### src/rtl/bfs_pkg.sv
// Shared BFS graph constants, index types and the CSR builder state encoding.
// Used by the CSR graph builder and the BFS kernel.
package bfs_pkg;

  localparam int unsigned N_NODES     = 16;
  localparam int unsigned MAX_N_EDGES = 158;
  localparam int unsigned NODE_W      = $clog2(N_NODES);
  localparam int unsigned EDGE_W      = $clog2(MAX_N_EDGES + 1);
  localparam int unsigned MAX_LEVEL   = N_NODES - 1;

  typedef logic [NODE_W-1:0] node_idx_t;
  typedef logic [EDGE_W-1:0] edge_idx_t;
  // Offset table has N_NODES+1 entries, so its index needs one extra bit.
  typedef logic [NODE_W:0]   offset_idx_t;

  typedef enum logic [2:0] {
    StIdle,
    StLoad,
    StDrain,
    StFill,
    StDone
  } build_state_e;

endpackage

### src/rtl/csr_offset_rf.sv
// CSR node-offset register file: N_NODES+1 entries, one write port and a registered
// read pair returning offset[addr] and offset[addr+1].
module csr_offset_rf
  import bfs_pkg::*;
(
  input  logic              clk,
  input  logic              rst_n,
  input  logic              we,
  input  logic [NODE_W:0]   waddr,
  input  logic [EDGE_W-1:0] wdata,
  input  logic [NODE_W-1:0] raddr,
  output logic [EDGE_W-1:0] rdata_lo,
  output logic [EDGE_W-1:0] rdata_hi
);

  edge_idx_t   mem [N_NODES+1];
  offset_idx_t raddr_lo;
  offset_idx_t raddr_hi;

  assign raddr_lo = {1'b0, raddr};
  assign raddr_hi = raddr_lo + offset_idx_t'(1);

  // Storage is deliberately not reset; only the read registers are.
  always_ff @(posedge clk) begin
    if (we) begin
      mem[waddr] <= wdata;
    end
  end

  always_ff @(posedge clk) begin
    if (!rst_n) begin
      rdata_lo <= '0;
      rdata_hi <= '0;
    end else begin
      rdata_lo <= mem[raddr_lo];
      rdata_hi <= mem[raddr_hi];
    end
  end

endmodule

### src/rtl/csr_graph_builder.sv
// Builds CSR offset/edge arrays from a src-sorted edge stream for the BFS kernel.
// Optional: define CSR_DROP_SELF_LOOP_EN to discard src==dst edges and count them.
module csr_graph_builder
  import bfs_pkg::*;
(
  input  logic              clk,
  input  logic              rst_n,
  input  logic              start,
  input  logic              edge_valid,
  output logic              edge_ready,
  input  logic [NODE_W-1:0] edge_src,
  input  logic [NODE_W-1:0] edge_dst,
  input  logic              edge_last,
  output logic              busy,
  output logic              done,
  output logic              error,
  output logic              graph_valid,
  output logic [EDGE_W-1:0] n_edges,
  input  logic [NODE_W-1:0] rd_node,
  output logic [EDGE_W-1:0] node_begin,
  output logic [EDGE_W-1:0] node_end,
  input  logic [EDGE_W-1:0] rd_edge,
  output logic [NODE_W-1:0] edge_dst_q
`ifdef CSR_DROP_SELF_LOOP_EN
  ,
  output logic [EDGE_W-1:0] dropped_cnt
`endif
);

  build_state_e state_q, state_d;
  node_idx_t    cur_node_q, cur_node_d;
  edge_idx_t    edge_cnt_q, edge_cnt_d;
  logic         error_q, error_d;
  logic         graph_valid_q, graph_valid_d;
  edge_idx_t    n_edges_q, n_edges_d;
  edge_idx_t    dropped_q, dropped_d;

  logic         off_we;
  offset_idx_t  off_waddr;
  edge_idx_t    off_wdata;
  logic         mem_we;

  logic         src_eq;
  logic         dst_ok;
  logic         full;
  logic         self_loop;
  logic         beat_err;

  node_idx_t    edge_mem [MAX_N_EDGES];

  assign src_eq = (edge_src == cur_node_q);
  assign dst_ok = ({1'b0, edge_dst} < N_NODES[NODE_W:0]);
  assign full   = (edge_cnt_q == MAX_N_EDGES[EDGE_W-1:0]);
`ifdef CSR_DROP_SELF_LOOP_EN
  assign self_loop = (edge_src == edge_dst);
`else
  assign self_loop = 1'b0;
`endif
  // A dropped self-loop needs no storage, so it cannot overflow.
  assign beat_err = !dst_ok || (full && !self_loop);

  always_comb begin
    state_d       = state_q;
    cur_node_d    = cur_node_q;
    edge_cnt_d    = edge_cnt_q;
    error_d       = error_q;
    graph_valid_d = graph_valid_q;
    n_edges_d     = n_edges_q;
    dropped_d     = dropped_q;
    edge_ready    = 1'b0;
    off_we        = 1'b0;
    off_waddr     = {1'b0, cur_node_q} + offset_idx_t'(1);
    off_wdata     = edge_cnt_q;
    mem_we        = 1'b0;

    unique case (state_q)
      StIdle: begin
        if (start) begin
          off_we        = 1'b1;
          off_waddr     = '0;
          off_wdata     = '0;
          cur_node_d    = '0;
          edge_cnt_d    = '0;
          error_d       = 1'b0;
          graph_valid_d = 1'b0;
          dropped_d     = '0;
          state_d       = StLoad;
        end
      end
      StLoad: begin
        edge_ready = edge_valid && src_eq;
        if (edge_valid) begin
          if (edge_src > cur_node_q) begin
            // Close the current node; empty nodes end up with begin == end.
            off_we     = 1'b1;
            cur_node_d = cur_node_q + node_idx_t'(1);
          end else if (edge_src < cur_node_q) begin
            error_d = 1'b1;
            state_d = StDrain;
          end else begin
            if (beat_err) begin
              error_d = 1'b1;
            end else if (self_loop) begin
              dropped_d = dropped_q + edge_idx_t'(1);
            end else begin
              mem_we     = 1'b1;
              edge_cnt_d = edge_cnt_q + edge_idx_t'(1);
            end
            if (edge_last) begin
              state_d = StFill;
            end else if (beat_err) begin
              state_d = StDrain;
            end
          end
        end
      end
      StDrain: begin
        edge_ready = 1'b1;
        if (edge_valid && edge_last) begin
          state_d = StFill;
        end
      end
      StFill: begin
        off_we     = 1'b1;
        cur_node_d = cur_node_q + node_idx_t'(1);
        if (cur_node_q == node_idx_t'(N_NODES - 1)) begin
          // Publish results on entry to StDone so they are valid alongside the pulse.
          n_edges_d     = edge_cnt_q;
          graph_valid_d = !error_q;
          state_d       = StDone;
        end
      end
      StDone: begin
        state_d = StIdle;
      end
      default: begin
        state_d = StIdle;
      end
    endcase
  end

  always_ff @(posedge clk) begin
    if (!rst_n) begin
      state_q       <= StIdle;
      cur_node_q    <= '0;
      edge_cnt_q    <= '0;
      error_q       <= 1'b0;
      graph_valid_q <= 1'b0;
      n_edges_q     <= '0;
      dropped_q     <= '0;
    end else begin
      state_q       <= state_d;
      cur_node_q    <= cur_node_d;
      edge_cnt_q    <= edge_cnt_d;
      error_q       <= error_d;
      graph_valid_q <= graph_valid_d;
      n_edges_q     <= n_edges_d;
      dropped_q     <= dropped_d;
    end
  end

  always_ff @(posedge clk) begin
    if (mem_we) begin
      edge_mem[edge_cnt_q] <= edge_dst;
    end
  end

  always_ff @(posedge clk) begin
    if (!rst_n) begin
      edge_dst_q <= '0;
    end else if (rd_edge < MAX_N_EDGES[EDGE_W-1:0]) begin
      edge_dst_q <= edge_mem[rd_edge];
    end else begin
      edge_dst_q <= '0;
    end
  end

  csr_offset_rf u_offset_rf (
    .clk      (clk),
    .rst_n    (rst_n),
    .we       (off_we),
    .waddr    (off_waddr),
    .wdata    (off_wdata),
    .raddr    (rd_node),
    .rdata_lo (node_begin),
    .rdata_hi (node_end)
  );

  assign busy        = (state_q == StLoad) || (state_q == StDrain) || (state_q == StFill);
  assign done        = (state_q == StDone);
  assign error       = error_q;
  assign graph_valid = graph_valid_q;
  assign n_edges     = n_edges_q;
`ifdef CSR_DROP_SELF_LOOP_EN
  assign dropped_cnt = dropped_q;
`else
  // Self-loop counter only exists as an output when dropping is enabled.
  logic unused_dropped;
  assign unused_dropped = ^dropped_q;
`endif

endmodule

### config.mk
export PLATFORM = sky130hd
export DESIGN_NAME = csr_graph_builder
export DESIGN_NICKNAME = d
export VERILOG_FILES = /design/src/rtl/bfs_pkg.sv /design/src/rtl/csr_offset_rf.sv /design/src/rtl/csr_graph_builder.sv
export SDC_FILE = /design/constraint.sdc
export NUM_CORES = 1
export LEC_CHECK = 0
export ABC_CLOCK_PERIOD_IN_PS = 4200
export BUFFER_PORTS_ARGS = -buffer_cell sky130_fd_sc_hd__buf_2
export CAP_MARGIN = 25
export CELL_PAD_IN_SITES_DETAIL_PLACEMENT = 1
export CELL_PAD_IN_SITES_GLOBAL_PLACEMENT = 2
export CORE_ASPECT_RATIO = 1.4
export CORE_MARGIN = 2
export CORE_UTILIZATION = 30
export CTS_CLUSTER_DIAMETER = 50
export DETAILED_ROUTE_END_ITERATION = 10
export PLACE_DENSITY_LB_ADDON = 0.1
export RECOVER_POWER = 100
export SLEW_MARGIN = 20
export SYNTH_ARGS = -nofsm -noshare
export SYNTH_HDL_FRONTEND = slang
export SYNTH_SLANG_ARGS = --single-unit
### constraint.sdc
create_clock -name clk -period 4.2 [get_ports clk]
set_input_delay 0.42 -clock clk [delete_from_list [all_inputs] [get_ports clk]]
set_output_delay 0.42 -clock clk [all_outputs]
set_load 0.005 [all_outputs]
-- After elaboration in Yosys (flattened, before gate mapping)
Memory sizes are Yosys's and may differ from the RTL's. A register that Yosys moved wholly into a read port is not among the register bits.
Index checks and enable logic that the tools add are counted.
- reduce and logical (&&, ||, !) cells: 19
- add/sub/neg operators: 4
- muxes and demuxes: 44
- eq/ne operators: 17
- magnitude comparators: 3
- operators with widths (kind ; number):
    2-to-1 mux 8 bit ; 6
    2-to-1 mux 3 bit ; 8
    2-to-1 mux 1 bit ; 18
    != test 2 bit (second input constant) ; 8
    case mux 8 bit (2 select lines) ; 1
    2-to-1 mux 4 bit ; 3
    case mux 3 bit (4 select lines) ; 1
    case mux 4 bit (3 select lines) ; 1
    adder 4 x 1 -> 5 bit (second input constant) ; 2
    2-to-1 mux 5 bit ; 2
    AND reduction 5 bit ; 2
    adder 8 x 1 -> 8 bit (second input constant) ; 1
    == test 8 bit (second input constant) ; 1
    < comparator 8 bit (second input constant) ; 1
    == test 3 x 2 -> 1 bit (second input constant) ; 2
    case mux 1 bit (2 select lines) ; 3
    AND reduction 6 bit ; 1
    adder 4 x 1 -> 4 bit (second input constant) ; 1
    == test 4 bit ; 1
    == test 4 bit (second input constant) ; 1
    greater-than comparator 4 bit ; 1
    zero test 1 bit ; 4
    < comparator 4 bit ; 1
    != test 4 bit (second input constant) ; 1
    other kinds (12) ; 16
- bits in writable memories: 768
- memories kept: 2
- output and inout port bits: 33
- logic and storage cells: 95
- flip-flop bits (word level): 25
- memories (memory ; words ; bits a word ; rd ports ; clocked after Yosys merged registers in ; write ports ; line ; RTL):
    edge_mem ; 158 ; 4 ; 1 ; 1 ; 1 ; csr_graph_builder.sv:49 ; node_idx_t edge_mem [MAX_N_EDGES];
    u_offset_rf.mem ; 17 ; 8 ; 2 ; 2 ; 1 ; csr_offset_rf.sv:16 ; edge_idx_t mem [N_NODES+1];

-- Depth between registers and ports, before layout
- depth in word-level cells: 8
- depth in mapped cells: 12
- gate-level depth less buffers: 9

-- Cells and area by module
From an unflattened synthesis, not the netlist that was laid out.
- cell total of the unflattened synthesis: 1908
- area total of the unflattened synthesis: 34175.3 um^2
- by module, submodules not included (module ; cells an instance ; times used ; seq. area each (um^2) ; area each (um^2)):
    csr_graph_builder ; 1512 ; 1 ; 19558.8 ; 27193.6
    csr_offset_rf ; 396 ; 1 ; 4404.2 ; 6981.7

-- Worst setup path before layout
Ideal clock, no wire load.
- kind: register to register
- start point: register cur_node_q[2]
- end point: memory u_offset_rf.mem[16][0] in the netlist's numbering, enable pin
- path buffers: 2
- arrival time: 2.963 ns
- period minus slack after synthesis: 3.361 ns
- path slack: 0.839 ns
- cell stages (with the launch flop): 10
- cell sequence: dfxtp_1 > clkbuf_1 > inv_1 > ha_1 > o21a_1 > o21ai_0 > a21bo_2 > o31ai_2 > buf_2 > nor4b_1
- longest elaborated chain between the ends: 6
- ends and longest elaborated chain (what ; line ; RTL):
    start, declared ; csr_graph_builder.sv:31 ; node_idx_t cur_node_q, cur_node_d;
    start signal, assigned ; csr_graph_builder.sv:153 ; cur_node_q <= cur_node_d;
    greater-than comparator 4 bit ; csr_graph_builder.sv:93 ; if (edge_src > cur_node_q) begin
    2-to-1 mux 1 bit ; csr_graph_builder.sv:93 ;
    2-to-1 mux 1 bit ; csr_graph_builder.sv:92 ; if (edge_valid) begin
    case mux 1 bit (3 select lines) ; csr_graph_builder.sv:76 ; unique case (state_q)
    2-to-1 mux 1 bit ; csr_offset_rf.sv:25 ; if (we) begin
    2-to-1 mux 1 bit (not written as such) ; csr_offset_rf.sv:26 ; mem[waddr] <= wdata;
    end, declared ; csr_offset_rf.sv:16 ;
Several ways; a longest one is shown, not always the timed one.

-- Worst setup path after layout
- start point: register edge_cnt_q[0]
- end point: memory edge_mem[73][2] in the netlist's numbering, enable pin
- longest elaborated chain between the ends: 8
- ends and longest elaborated chain (what ; line ; RTL):
    start, declared ; csr_graph_builder.sv:32 ; edge_idx_t edge_cnt_q, edge_cnt_d;
    start signal, assigned ; csr_graph_builder.sv:154 ; edge_cnt_q <= edge_cnt_d;
    == test 8 bit ; csr_graph_builder.sv:53 ; assign full = (edge_cnt_q == MAX_N_EDGES[EDGE_W-1:0]);
    2-to-1 mux 1 bit ; csr_graph_builder.sv:101 ; if (beat_err) begin
    2-to-1 mux 1 bit ; csr_graph_builder.sv:97 ; end else if (edge_src < cur_node_q) begin
    2-to-1 mux 1 bit ; csr_graph_builder.sv:93 ;
    2-to-1 mux 1 bit ; csr_graph_builder.sv:92 ;
    2-to-1 mux 1 bit ; csr_graph_builder.sv:76 ;
    2-to-1 mux 1 bit ; csr_graph_builder.sv:163 ; if (mem_we) begin
    2-to-1 mux 1 bit (not written as such) ; csr_graph_builder.sv:164 ; edge_mem[edge_cnt_q] <= edge_dst;
    end, declared ; csr_graph_builder.sv:49 ;
Several ways; a longest one is shown, not always the timed one.

==> reports/metrics.csv <==
stage,metric,value,unit
status,status,"complete, but fails checks",
status,failing checks,"max-capacitance violations, max-slew violations",
sta,Rel. slew slack,-1.60,
logic_synthesis,Synth Area in Compound Gates,0.0373,
cts,cells resized by post-CTS repair,0,
setup_path,worst-path cell chain,inv_1 -> ha_1 -> nand2_4 -> o21ai_2 -> a211o_1 -> nor3b_2 -> nand2_1 -> clkbuf_1 -> nor2_1,
cts,H-tree Lvls,3,
sta,Worst-Margin Slew,3.91,ns
placement,Placed Area,35900,sq um
placement,Final Wtd Congestion,0.761,
cells_and_area,share of layout cells above drive strength 1,0.238,
die,die span in y,400,um
drt,post-route DRC violation count,0,
drt,highest routed metal layer,met4,
cts,postcts setup bufs,0,
die,full die area,115000,sq um
sta,RSZ-0062 raised after global routing,false,
drt,drt first pass iters,5,
cts,"Hold-fix buffers, CTS",0,
cells_and_area,"most common cell after layout, fill and taps aside",edfxtp_1,
setup_path,crit-path leading delay family,simple AND/OR/NAND/NOR gates,
placement,I/O Buffers,57,
logic_synthesis,YS warnings,0,
worst_hold_path,WHS Path Cells,4,
sta,Fmax,0.268,GHz
logic_synthesis,Post-Syn Instances,1831,
logic_synthesis,Syn Nets,1866,
drt,DR vias,17700,
job,max cap viols,5,
logic_synthesis,share of the yosys chip area belonging to registers,0.712,
logic_synthesis,share of the synthesized area in the top cell type,0.685,
logic_synthesis,simple-gate share of the synthesized area,0.0517,
logic_synthesis,Synth area leader,edfxtp_1,
cells_and_area,area delta synth->final,16.0,%
setup_path,Register-to-Register Path Depth,9,
power,Max IR drop VDD,342,uV
logic_synthesis,Syn Area/Cell,18.4,sq um
logic_synthesis,ys flop type,edfxtp_1,
logic_synthesis,Synth Area in XOR/XNOR,0.00130,
grt,Congestion Overflow GR,0,
placement,post-DP HPWL,66200,um
cts,"Clk Latency, worst-skew pair",0.68,ns
setup_path,"Slowest-stage cell, CP",nor2_1,
drt,routed wl met3,2930,um
setup_path,Arrival @ worst endpoint,4.03,ns
cts,Sink Count,813,
logic_synthesis,number of enable flip-flop cells after synthesis,768,
cells_and_area,Final Cell Area,39100,sq um
logic_synthesis,Yosys cell types,70,
cts,Worst-path clk slew,0.06,ns
sta,Layout Skew,0.0272,ns
sta,Hold Fails Final Rpt,0,
power,Leak,12.3,nW
logic_synthesis,Synth area leaders,"edfxtp_1 68%, mux4_2 13%, nor2_1 2.7%",
setup_path,Worst path max stage delay,0.61,ns
grt,vias in the first global route,19700,
setup_path,WS Path Type,flop to flop,
die,IO Pins,58,
sta,Tcrit/Tclk final,0.889,
setup_path,Setup crit end kind,flop,
worst_hold_path,hold crit path type,input pin to flop,
setup_path,reg-to-reg startpoint,edge_cnt_q[0]$_SDFFE_PN0P_,
die,Initial Util,0.302,
setup_path,Crit Path Max Fanout,16,
die,row cnt,145,
drt,WL met2,54900,um
cts,Root Buffer Master,clkbuf_16,
placement,DP Cell Count,3340,
cts,CTS tree,done,
grt,initial antenna violation count,1,
logic_synthesis,largest family of logic cells by synthesized area,multiplexers,
die,core area,111000,sq um
drt,drt via density,5.02,
setup_path,crit start category,flop,
grt,Total GRT Usage,0.177,
drt,final wirelength,101000,um
drt,antenna-violating nets left,0,
cts,clk buf depth,3,
setup_path,Critical path buffers and inverters,2,
cells_and_area,final cell count without fillers,3525,
cells_and_area,ANT cells,0,
cts,cts bufs inserted,99,
logic_synthesis,Synth Cell Area,33700,sq um
logic_synthesis,post-synthesis adder-cell area fraction,0.00372,
drt,DR iter-0 viols,1164,
setup_path,"Req. time, crit path",4.49,ns
drt,wire length on met1,39300,um
worst_hold_path,worst hold path startpoint,start,
cells_and_area,nets@finish,2006,
die,Die W,287,um
setup_path,crit path launch,edge_cnt_q[0]$_SDFFE_PN0P_,
sta,setup violators final,0,
logic_synthesis,mux cell area share after synthesis,0.172,
cells_and_area,"commonest non-fill, non-tap cells in the layout","768 x edfxtp_1, 241 x nor2_1, 196 x mux4_2, 101 x clkbuf_16, 83 x mux2i_1",
grt,first-pass GRT wire length,145000,um
sta,Hold Slack,0.183,ns
grt,largest net degree at the start of global routing,83,
logic_synthesis,synthesized flop and latch total,813,
sta,fin. max-slew vios,333,
sta,Setup Total Neg Slack,0,ns
power,power per cell area,482,nW/um^2
logic_synthesis,Post-synth ARST share,0,
drt,Avg WL per Cell,28.6,um
setup_path,Worst path depth,9,
sta,Tmin final,3.73,ns
[path summary, 6_finish.rpt]
path / endpoint / slack (ns)
hold reg to reg: u_offset_rf.rdata_hi[6]$_SDFF_PN0_ / 0.50
setup reg to reg: edge_mem[73][2]$_DFFE_PP_ / 0.47
hold / removal: edge_cnt_q[0]$_SDFFE_PN0P_ / 0.18
setup / recovery: edge_mem[73][2]$_DFFE_PP_ / 0.47
[report_power, final]
part	total, mW	internal (mW)	switching [mW]	leakage (nW)
clock network	8.63	5.07	3.56	1.58
logic	1.22	0.458	0.763	3.42
registers	9.00	8.94	0.0576	7.30
[final cells by class]
class | instances | area, sq um
clock buffers | 113 | 2570
flip-flops and latches | 813 | 24000
repair buffers | 147 | 973
inverters | 17 | 63.8
multi-input cells | 893 | 8940
well taps | 1470 | 1840
clock inverters | 72 | 724
fillers | 11100 | 72300
[Yosys cell counts, types with 8 or more instances]
library cell and instances:
a21oi_1 38, clkbuf_1 42, inv_1 14, o221ai_1 19, a211oi_1 14, edfxtp_1 768, mux2_2 8, mux4_1 17
nor3_1 18, ha_1 10, o22ai_1 10, or3_1 8, nand2_1 49, and2_1 20, nand3_1 18, o21ai_0 31
mux2i_1 83, buf_12 8, buf_2 34, nor2b_1 11, nor2_1 241, dfxtp_1 45, a22oi_1 21, mux4_2 196
[cell families after synthesis]
logic type,Yosys count
AOI/OAI and AO/OA,180
DFF,813
buffers and inverters,125
xor gates and xnor gates,5
muxes,304
and+or+nand+nor,394
adders and majority gates,10
[stage by stage]
| stage | setup WS [ns] | utilization | total power [mW] |
|---|---|---|---|
| 2_1_floorplan | 0.839 | - | 9.89 |
| 3_3_place_gp | 0.473 | 0.322 | 10.4 |
| 3_5_place_dp | 0.570 | 0.323 | 10.4 |
| 4_1_cts | 0.675 | 0.352 | 19.1 |
| 5_1_grt | 0.272 | 0.351 | 19.5 |
| 6_report | 0.466 | 0.351 | 18.9 |
[layer usage]
| layer | track usage | up-vias |
|---|---|---|
| li1 | - | 7740 |
| met1 | 0.208 | 9445 |
| met2 | 0.326 | 336 |
| met3 | 0.0198 | 160 |
| met4 | 0.0720 | 0 |
| met5 | 0 | - |
[sequential cells by signal, indices dropped and copies added (netlist names)]
name	count
u_offset_rf.rdata_lo	8
error	1
edge_dst_q	4
graph_valid	1
cur_node_q	4
edge_cnt_q	8
edge_mem	632
n_edges	8
u_offset_rf.rdata_hi	8
state_q	3
u_offset_rf.mem	136
[worst register-to-register path: cells and delay by family, from the launching register on]
kind            cells  cell delay (ns)
simple gates        4             1.42
buf+inv             2             0.63
flops               1             0.50
compound gates      2             0.50
fa+ha+maj           1             0.31
No activity file was read; power rests on OpenSTA's default activity.
